`src/rtl/bram_bus_pkg.sv`:
```
// Shared definitions for the trig/done BRAM bus: widths, controller state
// encoding and the row-to-address helper used by the line-search and filter engines.
package bram_bus_pkg;

   localparam int ADDR_W_DEF    = 13;
   localparam int DATA_W_DEF    = 32;
   localparam int WORDS_PER_ROW = 16;
   localparam int WORD_BITS     = $clog2(WORDS_PER_ROW);
   localparam int ROW_W         = ADDR_W_DEF - WORD_BITS;

   typedef enum logic [2:0] {
      ST_IDLE,
      ST_WR_ISSUE,
      ST_RD_ISSUE,
      ST_RD_WAIT,
      ST_DONE
   } state_t;

   // Address of word 0 of a row (row * WORDS_PER_ROW).
   function automatic logic [ADDR_W_DEF-1:0] row_to_addr(input logic [ROW_W-1:0] row);
      return {row, {WORD_BITS{1'b0}}};
   endfunction

endpackage

```
`src/rtl/bram_rd_lat_pipe.sv`:
```
// RD_LAT-deep valid shift register: asserts valid in the cycle the BRAM
// primitive presents read data for a read issued RD_LAT cycles earlier.
module bram_rd_lat_pipe #(
   parameter int RD_LAT = 2
) (
   input  logic clk,
   input  logic rstn,
   input  logic issue,
   output logic valid
);

   logic [RD_LAT-1:0] shift;

   // NOTE: sequential state uses non-blocking assignments so every stage
   // samples the previous stage's value from before the clock edge.
   if (RD_LAT == 1) begin : g_one
      always_ff @(posedge clk) begin
         if (!rstn) shift <= '0;
         else       shift <= issue;
      end
   end else begin : g_many
      always_ff @(posedge clk) begin
         if (!rstn) shift <= '0;
         else       shift <= {shift[RD_LAT-2:0], issue};
      end
   end

   assign valid = shift[RD_LAT-1];

endmodule

```
`src/rtl/bram_rdwr_ctrl.sv`:
```
// Arbitrates one trig/done read channel and one write channel onto a
// single-port BRAM, returning done pulses and captured read data.
module bram_rdwr_ctrl
   import bram_bus_pkg::*;
#(
   parameter int ADDR_W = ADDR_W_DEF,
   parameter int DATA_W = DATA_W_DEF,
   parameter int RD_LAT = 2
) (
   input  logic              i_clk,
   input  logic              i_rstn,
   input  logic [ADDR_W-1:0] i_rd_addr,
   input  logic              i_rd_trig,
   output logic [DATA_W-1:0] o_rd_data,
   output logic              o_rd_done,
   input  logic [ADDR_W-1:0] i_wr_addr,
   input  logic [DATA_W-1:0] i_wr_data,
   input  logic              i_wr_trig,
   output logic              o_wr_done,
   output logic              o_bram_en,
   output logic              o_bram_we,
   output logic [ADDR_W-1:0] o_bram_addr,
   output logic [DATA_W-1:0] o_bram_din,
   input  logic [DATA_W-1:0] i_bram_dout,
   output logic              o_busy
);

   state_t state;
   logic   rd_arm;
   logic   wr_arm;
   logic   prio_rd;
   logic   rd_elig;
   logic   wr_elig;
   logic   grant_wr;
   logic   grant_rd;
   logic   rd_issue;
   logic   lat_valid;

   assign rd_elig  = i_rd_trig & rd_arm;
   assign wr_elig  = i_wr_trig & wr_arm;
   // The pointer only moves on contested grants, so contention alternates.
   assign grant_wr = wr_elig & (~rd_elig | ~prio_rd);
   assign grant_rd = rd_elig & (~wr_elig |  prio_rd);
   assign rd_issue = o_bram_en & ~o_bram_we;

   bram_rd_lat_pipe #(.RD_LAT(RD_LAT)) u_rd_lat_pipe (
      .clk   (i_clk),
      .rstn  (i_rstn),
      .issue (rd_issue),
      .valid (lat_valid)
   );

   always_ff @(posedge i_clk) begin
      if (!i_rstn) begin
         state       <= ST_IDLE;
         rd_arm      <= 1'b1;
         wr_arm      <= 1'b1;
         prio_rd     <= 1'b0;
         o_rd_data   <= '0;
         o_rd_done   <= 1'b0;
         o_wr_done   <= 1'b0;
         o_bram_en   <= 1'b0;
         o_bram_we   <= 1'b0;
         o_bram_addr <= '0;
         o_bram_din  <= '0;
         o_busy      <= 1'b0;
      end else begin
         o_rd_done <= 1'b0;
         o_wr_done <= 1'b0;

         case (state)
            ST_IDLE: begin
               if (grant_wr) begin
                  state       <= ST_WR_ISSUE;
                  o_bram_en   <= 1'b1;
                  o_bram_we   <= 1'b1;
                  o_bram_addr <= i_wr_addr;
                  o_bram_din  <= i_wr_data;
                  o_busy      <= 1'b1;
                  if (rd_elig) prio_rd <= 1'b1;
               end else if (grant_rd) begin
                  state       <= ST_RD_ISSUE;
                  o_bram_en   <= 1'b1;
                  o_bram_we   <= 1'b0;
                  o_bram_addr <= i_rd_addr;
                  o_busy      <= 1'b1;
                  if (wr_elig) prio_rd <= 1'b0;
               end
            end
            ST_WR_ISSUE: begin
               state     <= ST_DONE;
               o_bram_en <= 1'b0;
               o_bram_we <= 1'b0;
               o_wr_done <= 1'b1;
               wr_arm    <= 1'b0;
            end
            ST_RD_ISSUE: begin
               state     <= ST_RD_WAIT;
               o_bram_en <= 1'b0;
            end
            ST_RD_WAIT: begin
               if (lat_valid) begin
                  state     <= ST_DONE;
                  o_rd_data <= i_bram_dout;
                  o_rd_done <= 1'b1;
                  rd_arm    <= 1'b0;
               end
            end
            ST_DONE: begin
               state  <= ST_IDLE;
               o_busy <= 1'b0;
            end
            default: begin
               state     <= ST_IDLE;
               o_bram_en <= 1'b0;
               o_bram_we <= 1'b0;
               o_busy    <= 1'b0;
            end
         endcase

         // NOTE: placed after the case so a low trig re-arms even on the
         // done edge; the last non-blocking assignment to a flag wins.
         if (!i_rd_trig) rd_arm <= 1'b1;
         if (!i_wr_trig) wr_arm <= 1'b1;
      end
   end

endmodule

```
`config.mk`:
```
export PLATFORM = sky130hd
export DESIGN_NAME = bram_rdwr_ctrl
export DESIGN_NICKNAME = d
export VERILOG_FILES = /design/src/rtl/bram_bus_pkg.sv /design/src/rtl/bram_rd_lat_pipe.sv /design/src/rtl/bram_rdwr_ctrl.sv
export SDC_FILE = /design/constraint.sdc
export NUM_CORES = 1
export LEC_CHECK = 0
export BUFFER_PORTS_ARGS = -buffer_cell sky130_fd_sc_hd__buf_2
export CELL_PAD_IN_SITES_DETAIL_PLACEMENT = 0
export CELL_PAD_IN_SITES_GLOBAL_PLACEMENT = 1
export CORE_MARGIN = 1
export CORE_UTILIZATION = 29
export CTS_CLUSTER_SIZE = 12
export DETAILED_ROUTE_END_ITERATION = 6
export HOLD_SLACK_MARGIN = 0.15
export PLACE_DENSITY = 0.78
export SETUP_SLACK_MARGIN = 0.5
export SLEW_MARGIN = 20
export SYNTH_ARGS = -nofsm -noshare
export SYNTH_HDL_FRONTEND = slang
export SYNTH_SLANG_ARGS = --single-unit
export TNS_END_PERCENT = 100
```
`constraint.sdc`:
```
create_clock -name i_clk -period 1.4 [get_ports i_clk]
set_input_delay 0.21 -clock i_clk [delete_from_list [all_inputs] [get_ports i_clk]]
set_output_delay 0.21 -clock i_clk [all_outputs]
set_load 0.02 [all_outputs]
```
; Yosys cells after proc, flatten, opt, wreduce, memory -nomap -nowiden
; Index checks and enable logic that the tools add are counted.
[op_classes]
n_reduce_logical = 17
eq_ne = 7
mux = 19
bitwise = 14
[ops]
columns = operator, count
row1 = 13-bit 2-to-1 mux, 2
row2 = 2-bit AND reduction, 10
row3 = 3-bit one-hot mux with 4 select lines, 1
row4 = 1-bit 2-to-1 mux, 10
row5 = 3-bit 2-to-1 mux, 3
row6 = 1-bit NOT, 7
row7 = 3-bit by 2-bit == test with 1-bit output (second input constant), 2
row8 = 1-bit one-hot mux with 2 select lines, 3
row9 = 3-bit OR reduction, 2
row10 = 1-bit AND, 5
row11 = 4-bit AND reduction, 1
row12 = 2-bit nonzero test, 2
row13 = 3-bit by 1-bit == test with 1-bit output (second input constant), 1
row14 = 3-bit == test (second input constant), 1
row15 = 3-bit zero test, 1
row16 = 3-bit != test (second input constant), 1
row17 = 2-bit by 1-bit != test with 1-bit output (second input constant), 1
row18 = 2-bit != test (second input constant), 1
row19 = 1-bit bitwise OR, 2
row20 = 2-bit OR reduction, 1
[word_totals]
regBits = 90
output_inout_bits = 82
word_cells = 70
in_bits = 94

; Longest topological paths before layout
; Gate-level depths: netlist (run 1).
[depth]
depth_word = 7
depth_mapped = 6
mapped_depth_nobuf = 3

; Cells and area by module
; Synthesis (run 1) repeated with hierarchy kept, for this count alone.
[unflattened]
cells_unflattened = 419
area_unflattened_um2 = 3582.2
[modules_own_cells]
columns = module, area_each_um2, seq_area_each_um2, cells_each, instances
row1 = bram_rdwr_ctrl, 3529.6, 1761.7, 415, 1
row2 = bram_rd_lat_pipe, 52.6, 40.0, 4, 1

; Worst setup path before layout (run 1)
; Ideal clock, no wire load.
[synth_timing]
path_kind = reg-to-reg
start = reg state[2]
end = reg o_bram_din[0]
path_slack_ns = -0.140
arrival_time_ns = 1.469
synth_period_minus_slack_ns = 1.540
setup_time_ns = 0.072
required_ns = 1.328
path_stages_with_launch = 6
path_cell_list = dfxtp_1 buf_6 or3_4 nor3_4 buf_8 mux2i_1
[synth_via]
elab_chain_cells = 2
[synth_rtl]
columns = element, line_no
row1 = from (decl), bram_rdwr_ctrl.sv:28  ; state_t state;
row2 = from (signal assigned), bram_rdwr_ctrl.sv:55  ; state <= ST_IDLE;
row3 = from (signal assigned), bram_rdwr_ctrl.sv:74  ; state <= ST_WR_ISSUE;
row4 = from (signal assigned), bram_rdwr_ctrl.sv:82  ; state <= ST_RD_ISSUE;
row5 = 3-bit zero test, bram_rdwr_ctrl.sv:71  ; case (state)
row6 = 2-bit AND reduction (no line), --
row7 = to (signal assigned), bram_rdwr_ctrl.sv:78  ; o_bram_din <= i_wr_data;
row8 = to (decl), bram_rdwr_ctrl.sv:23  ; output logic [DATA_W-1:0] o_bram_din,
; No other way between the ends.
; A chain may end at the register's enable or synchronous reset.

; Worst setup path after layout (run 1)
[layout_timing]
start = reg state[2]
end = reg prio_rd
[layout_via]
elab_chain_cells = 2
[layout_rtl]
columns = element, line_no
row1 = 3-bit zero test, bram_rdwr_ctrl.sv:71
row2 = 4-bit AND reduction (no line), --
row3 = to (signal assigned), bram_rdwr_ctrl.sv:58  ; prio_rd <= 1'b0;
row4 = to (signal assigned), bram_rdwr_ctrl.sv:80  ; if (rd_elig) prio_rd <= 1'b1;
row5 = to (signal assigned), bram_rdwr_ctrl.sv:87  ; if (wr_elig) prio_rd <= 1'b0;
row6 = to (decl), bram_rdwr_ctrl.sv:31  ; logic prio_rd;
; No other way between the ends.

==> flow_summary.yaml, run 1 <==
power:
  p_leak_nw: 3.317
  p_comb_share_pct: 31.0
  pwr-share-seq_pct: 37.3
  p_per_area_mw_per_mm2: 1078
  p_sw_mw: 2.261
  ir_worst_vdd_v: 0.0005769
  p_clk_share_pct: 31.7
  p_int_mw: 5.771
  swShare_pct: 28.15
setup_path:
  worst-path-max-fanout: 3
  arrival_ns: 1.76
  worstPathRequired_ns: 1.67
  critPathCaptureType: "flop"
  start_kind: "flop"
  timing.reg2reg.worst_path_depth: 4
  worstSetupPathType: "flop to flop"
synthesis:
  synth-seq-area-share_pct: 50.31
  synthArstFlopShare_pct: 0
  synth_edf_count: 0
  synth_area_mm2: 0.003581
  ys_warn_count: 0
  netlist_instances: 419
  yosysTopAreaCell: "dfxtp_1"
  syn_nets: 513
  ys_types: 37
  synth-seq-cells: 90
  yosysTopAreaCellShare_pct: 50.31
  ys.flop_type: "dfxtp_1"
  syn_avg_cell_area_um2: 8.546
  synth_top_cells_by_area: "dfxtp_1, nand2_1, mux2i_1"
clock_network:
  htree_levels: 3
  ctsRootBufferMaster: "clkbuf_16"
  clock-sinks: 90
  cts_tree: "done"
  insertion_delay_ns: 0.34
  cts_buffers: 9
  path_clk_slew_ns: 0.06
  cts_buffer_depth: 2
grt:
  met2_usage_pct: 34.03
  use_met1_pct: 23.03
  overflow: 0
  grt_pass1_wl_mm: 20.17
  grt_busiest_layer: "met2"
  antenna_found_initial: 0
  track_usage_pct: 20.05
  met3_usage_pct: 6.106
  grt_pass1_vias: 4248
  grt_max_degree: 65
place:
  place_area_mm2: 0.004720
  port_buffers: 175
  routabilityCongestion: 0.7727
  place_inst: 731
  place_ws_ns: -0.07742
  dp_hpwl_mm: 6.799
route:
  drt-initial-drc-count: 186
  wl_mm: 13.74
  ant_nets: 0
  drt-wirelength-per-cell_um: 15.78
  vias: 4223
  avgViaCountPerCell: 4.848
  route.detailed.drc: 0
  dr.pass1.iters: 4
timing:
  fmax_mhz: 672.3
  fin_crit_ns: 1.487
  holdWs_ns: 0.1552
  rsz0062_at_grt: "true"
  post-route-period-util_pct: 106.2
  hold_viol_final: 0
  relSlewSlack_pct: 63.99
  clock_skew_ns: 0.004649
  worst_slack_ns: -0.08733
  setup_viol: 65
  slew_violations: 0
  worst_pin_slew_ns: 0.5401
final_layout:
  syn2layout_area_growth_pct: 108.1
  final_util_pct: 62.04
  nFillCells: 918
  drive_above_1_share_pct: 62.15
  diodes: 0
  stdcell_area_mm2: 0.007452
  nets: 813
  stdcell_count: 871
floorplanning:
  ioPinCount: 176
  die_area_mm2: 0.01280
  initial_core_util_pct: 29.81
  coreArea_mm2: 0.01201
  die_h_um: 113.1
  die_w_um: 113.1
  row_count: 40
flow_run:
  drv_cap: 0
status:
  status: "complete, but fails checks"
  failed_checks: "negative setup slack"
worst_hold_path:
  holdPathStages: 3
  hp-class: "input port to flop"
## cells in the final DEF, fill, tap and decap left out, types with 11 or more instances in the layout
master         instances
nand2_1               98
buf_6                 96
buf_2                 93
dfxtp_2               83
dlygate4sd3_1         74
buf_4                 50
a21oi_2               42
mux2i_1               32
nand2_4               27
o21ai_0               13
nand4_1               13
a311oi_1              12
clkbuf_16             11
## critical path, cell delays in order (launching register included)
cell,delay [ns]
dfxtp_2,0.32
or3_4,0.40
buf_4,0.16
or4_4,0.41
a21oi_2,0.13
## flip-flops by register name, summed over array words and instances (netlist names)
| signal | flops |
|---|---|
| o_bram_addr | 13 |
| o_bram_din | 32 |
| o_bram_en | 1 |
| o_bram_we | 1 |
| o_busy | 1 |
| o_rd_data | 32 |
| o_rd_done | 1 |
| o_wr_done | 1 |
| prio_rd | 1 |
| rd_arm | 1 |
| state | 3 |
| u_rd_lat_pipe.shift | 2 |
| wr_arm | 1 |
## cell usage after synthesis (all sizes together) (2+ instances only)
master	n
nand2	134
o21ai	15
o31ai	2
buf	8
clkbuf	29
nand4	13
and2	2
a21oi	49
nor2	6
mux2i	32
nand2b	3
nor3	2
nand3	4
dfxtp	90
a311oi	13
## what timing repair did
item                                    in CTS  in global routing
pin swaps                                   44                 46
setup buffers                               17                 25
hold buffers                                74                  0
cloned                                       6                  2
resized for setup                          330                 66
endpoints found under the setup margin     170                171
endpoints found under the hold margin       76                  0
## power by group through the flow
stage / clock, mW / sequential, mW / combinational, mW
finish: 2.54 / 3.00 / 2.49
CTS: 2.60 / 2.99 / 2.18
global placement: 0 / 2.96 / 1.46
detailed placement: 0 / 2.96 / 1.48
global route: 2.71 / 3.02 / 2.63
floorplan: 0 / 3.20 / 0.751
## area by class of cell
| class | count | area, um2 | share of cell area (%) |
|---|---|---|---|
| repair buffers | 326 | 2970 | 39.86 |
| clock buffers | 15 | 287.8 | 3.862 |
| inverters | 1 | 3.754 | 0.05037 |
| multi-input cells | 291 | 2059 | 27.64 |
| clock inverters | 1 | 30.03 | 0.4030 |
| well taps | 147 | 183.9 | 2.468 |
| flip-flops and latches | 90 | 1917 | 25.72 |
## worst paths after layout
check                                    startpoint                                 to  slack, ns
setup reg to reg              state[2]$_SDFFE_PN0P_               prio_rd$_SDFFE_PN0P_      -0.09
setup / recovery              state[2]$_SDFFE_PN0P_               prio_rd$_SDFFE_PN0P_      -0.09
hold reg to reg   u_rd_lat_pipe.shift[0]$_SDFF_PN0_  u_rd_lat_pipe.shift[1]$_SDFF_PN0_       0.46
hold / removal                        i_rd_addr[10]       o_bram_addr[10]$_SDFFE_PN0P_       0.16
## stage by stage
| stage | total power [mW] | TNS [ns] |
|---|---|---|
| 2_1_floorplan | 3.953 | -4.202 |
| 3_3_place_gp | 4.418 | -0.02378 |
| 3_5_place_dp | 4.445 | -1.776 |
| 4_1_cts | 7.774 | -2.504 |
| 5_1_grt | 8.363 | -5.627 |
| 6_report | 8.032 | -2.462 |
## layer usage
layer / part of all wire [%] / vias to the layer above
li1: - / 2045
met1: 40 / 1973
met2: 51 / 182
met3: 7.2 / 23
met4: 2.3 / 0
met5: 0 / -
## kinds of logic after synthesis
family | Yosys count | synth area share (%)
AO/OA/AOI/OAI | 86 | 14.22
buffers and inverters | 38 | 5.380
flip-flops | 90 | 50.31
AND/OR/NAND/NOR | 173 | 21.14
multiplexers | 32 | 8.945
No activity file was read; power rests on OpenSTA's default activity.
==> run 2, diff against run 1 <==
- RECOVER_POWER: not set -> 100
==> flow_summary.yaml, run 2 (synthesis gave the netlist of run 1 again) <==
status:
  status: "complete, but fails checks"
  failed_checks: "negative setup slack"
timing:
  hold_viol_final: 0
  setup_viol: 65
  clock_skew_ns: 0.004648
  rsz0062_at_grt: "true"
  post-route-period-util_pct: 106.3
  slew_violations: 0
  finalSetupTns_ns: -2.485
  fin_crit_ns: 1.488
  worst_slack_ns: -0.08799
  relSlewSlack_pct: 63.82
  holdWs_ns: 0.1552
  fmax_mhz: 672.0
  worst_pin_slew_ns: 0.5427
clock_network:
  path_clk_slew_ns: 0.06
  cts_buffers: 9
  clock-sinks: 90
  insertion_delay_ns: 0.34
  ctsRootBufferMaster: "clkbuf_16"
  cts_tree: "done"
  htree_levels: 3
  cts_buffer_depth: 2
setup_path:
  arrival_ns: 1.76
  worstPathRequired_ns: 1.67
  rr_startpoint: "state[2]$_SDFFE_PN0P_"
  worst-path-max-fanout: 3
  worstSetupPathType: "flop to flop"
  start_kind: "flop"
  crit_start: "state[2]$_SDFFE_PN0P_"
  critPathCaptureType: "flop"
grt:
  antenna_found_initial: 0
  grt_max_degree: 65
  track_usage_pct: 20.05
  overflow: 0
  grt_pass1_wl_mm: 20.17
  grt_pass1_vias: 4248
final_layout:
  stdcell_area_mm2: 0.007446
  most-common-layout-cells: "nand2_1, buf_6, buf_2"
  syn2layout_area_growth_pct: 107.9
  stdcell_count: 871
  final_util_pct: 61.99
  drive_above_1_share_pct: 61.88
  diodes: 0
  layout_commonest_cell: "nand2_1"
  nets: 813
  reg.largest.list: "o_bram_din x32, o_rd_data x32, o_bram_addr x13"
place:
  routabilityCongestion: 0.7727
  place_area_mm2: 0.004720
  dp_hpwl_mm: 6.799
  place_inst: 731
  place_ws_ns: -0.07742
  port_buffers: 175
floorplanning:
  die_area_mm2: 0.01280
  coreArea_mm2: 0.01201
  initial_core_util_pct: 29.81
  ioPinCount: 176
  die_w_um: 113.1
  die_h_um: 113.1
  row_count: 40
power:
  ir_worst_vdd_v: 0.0005769
  p_leak_nw: 3.314
  p_total_mw: 8.029
  p_per_area_mw_per_mm2: 1078
worst_hold_path:
  hold_start: "i_rd_addr[10]"
  hp-class: "input port to flop"
flow_run:
  drv_cap: 0
route:
  ant_nets: 0
  route.detailed.drc: 0
  wl_mm: 13.75
  avgViaCountPerCell: 4.839
  drt-wirelength-per-cell_um: 15.79
  vias: 4215
  dr.pass1.iters: 4
  drt-initial-drc-count: 195
==> run 2: cell counts in the layout (fill, tap and decap cells not counted) <==
No cell type changed its count.
==> run 2: final timing paths <==
kind	slack, ns	endpoint	cells past startpoint
setup / recovery	-0.09	prio_rd$_SDFFE_PN0P_	4
hold / removal	0.16	o_bram_addr[10]$_SDFFE_PN0P_	3
setup reg to reg	-0.09	prio_rd$_SDFFE_PN0P_	4
hold reg to reg	0.46	u_rd_lat_pipe.shift[1]$_SDFF_PN0_	1
==> run 2: power by group <==
group	switching [mW]	internal (mW)
Clock	0.961	1.58
Combinational	1.13	1.36
Sequential	0.167	2.83
==> run 2: worst max-delay path, cell delays in order (launching register included) <==
cell and delay [ns]:
dfxtp_2 0.32, or3_4 0.40, buf_4 0.16, or4_4 0.41, a21oi_2 0.13
==> run 2: layer usage <==
| metal | global-route usage (%) | vias to the layer above | share of wire [%] |
|---|---|---|---|
| li1 | - | 2048 | - |
| met1 | 23.03 | 1971 | 40 |
| met2 | 34.03 | 173 | 51 |
| met3 | 6.106 | 23 | 7.1 |
| met4 | 9.474 | 0 | 2.3 |
| met5 | 0 | - | 0 |
==> run 2: timing repair <==
item | 4_1_cts | 5_1_grt
hold buffers | 74 | 0
buffers inserted | 17 | 25
cloned | 6 | 2
gates resized for setup | 330 | 66
hold endpoints to repair | 76 | 0
endpoints found under the setup margin | 170 | 171
pin swaps | 44 | 46
==> run 2: cell type report <==
| class | count | area, um2 |
|---|---|---|
| inverter | 1 | 3.754 |
| multi-input combinational | 291 | 2054 |
| clock buffer | 15 | 287.8 |
| clock inverter | 1 | 30.03 |
| tap | 147 | 183.9 |
| timing repair buffer | 326 | 2970 |
| fill | 920 | 4566 |
| sequential | 90 | 1916 |
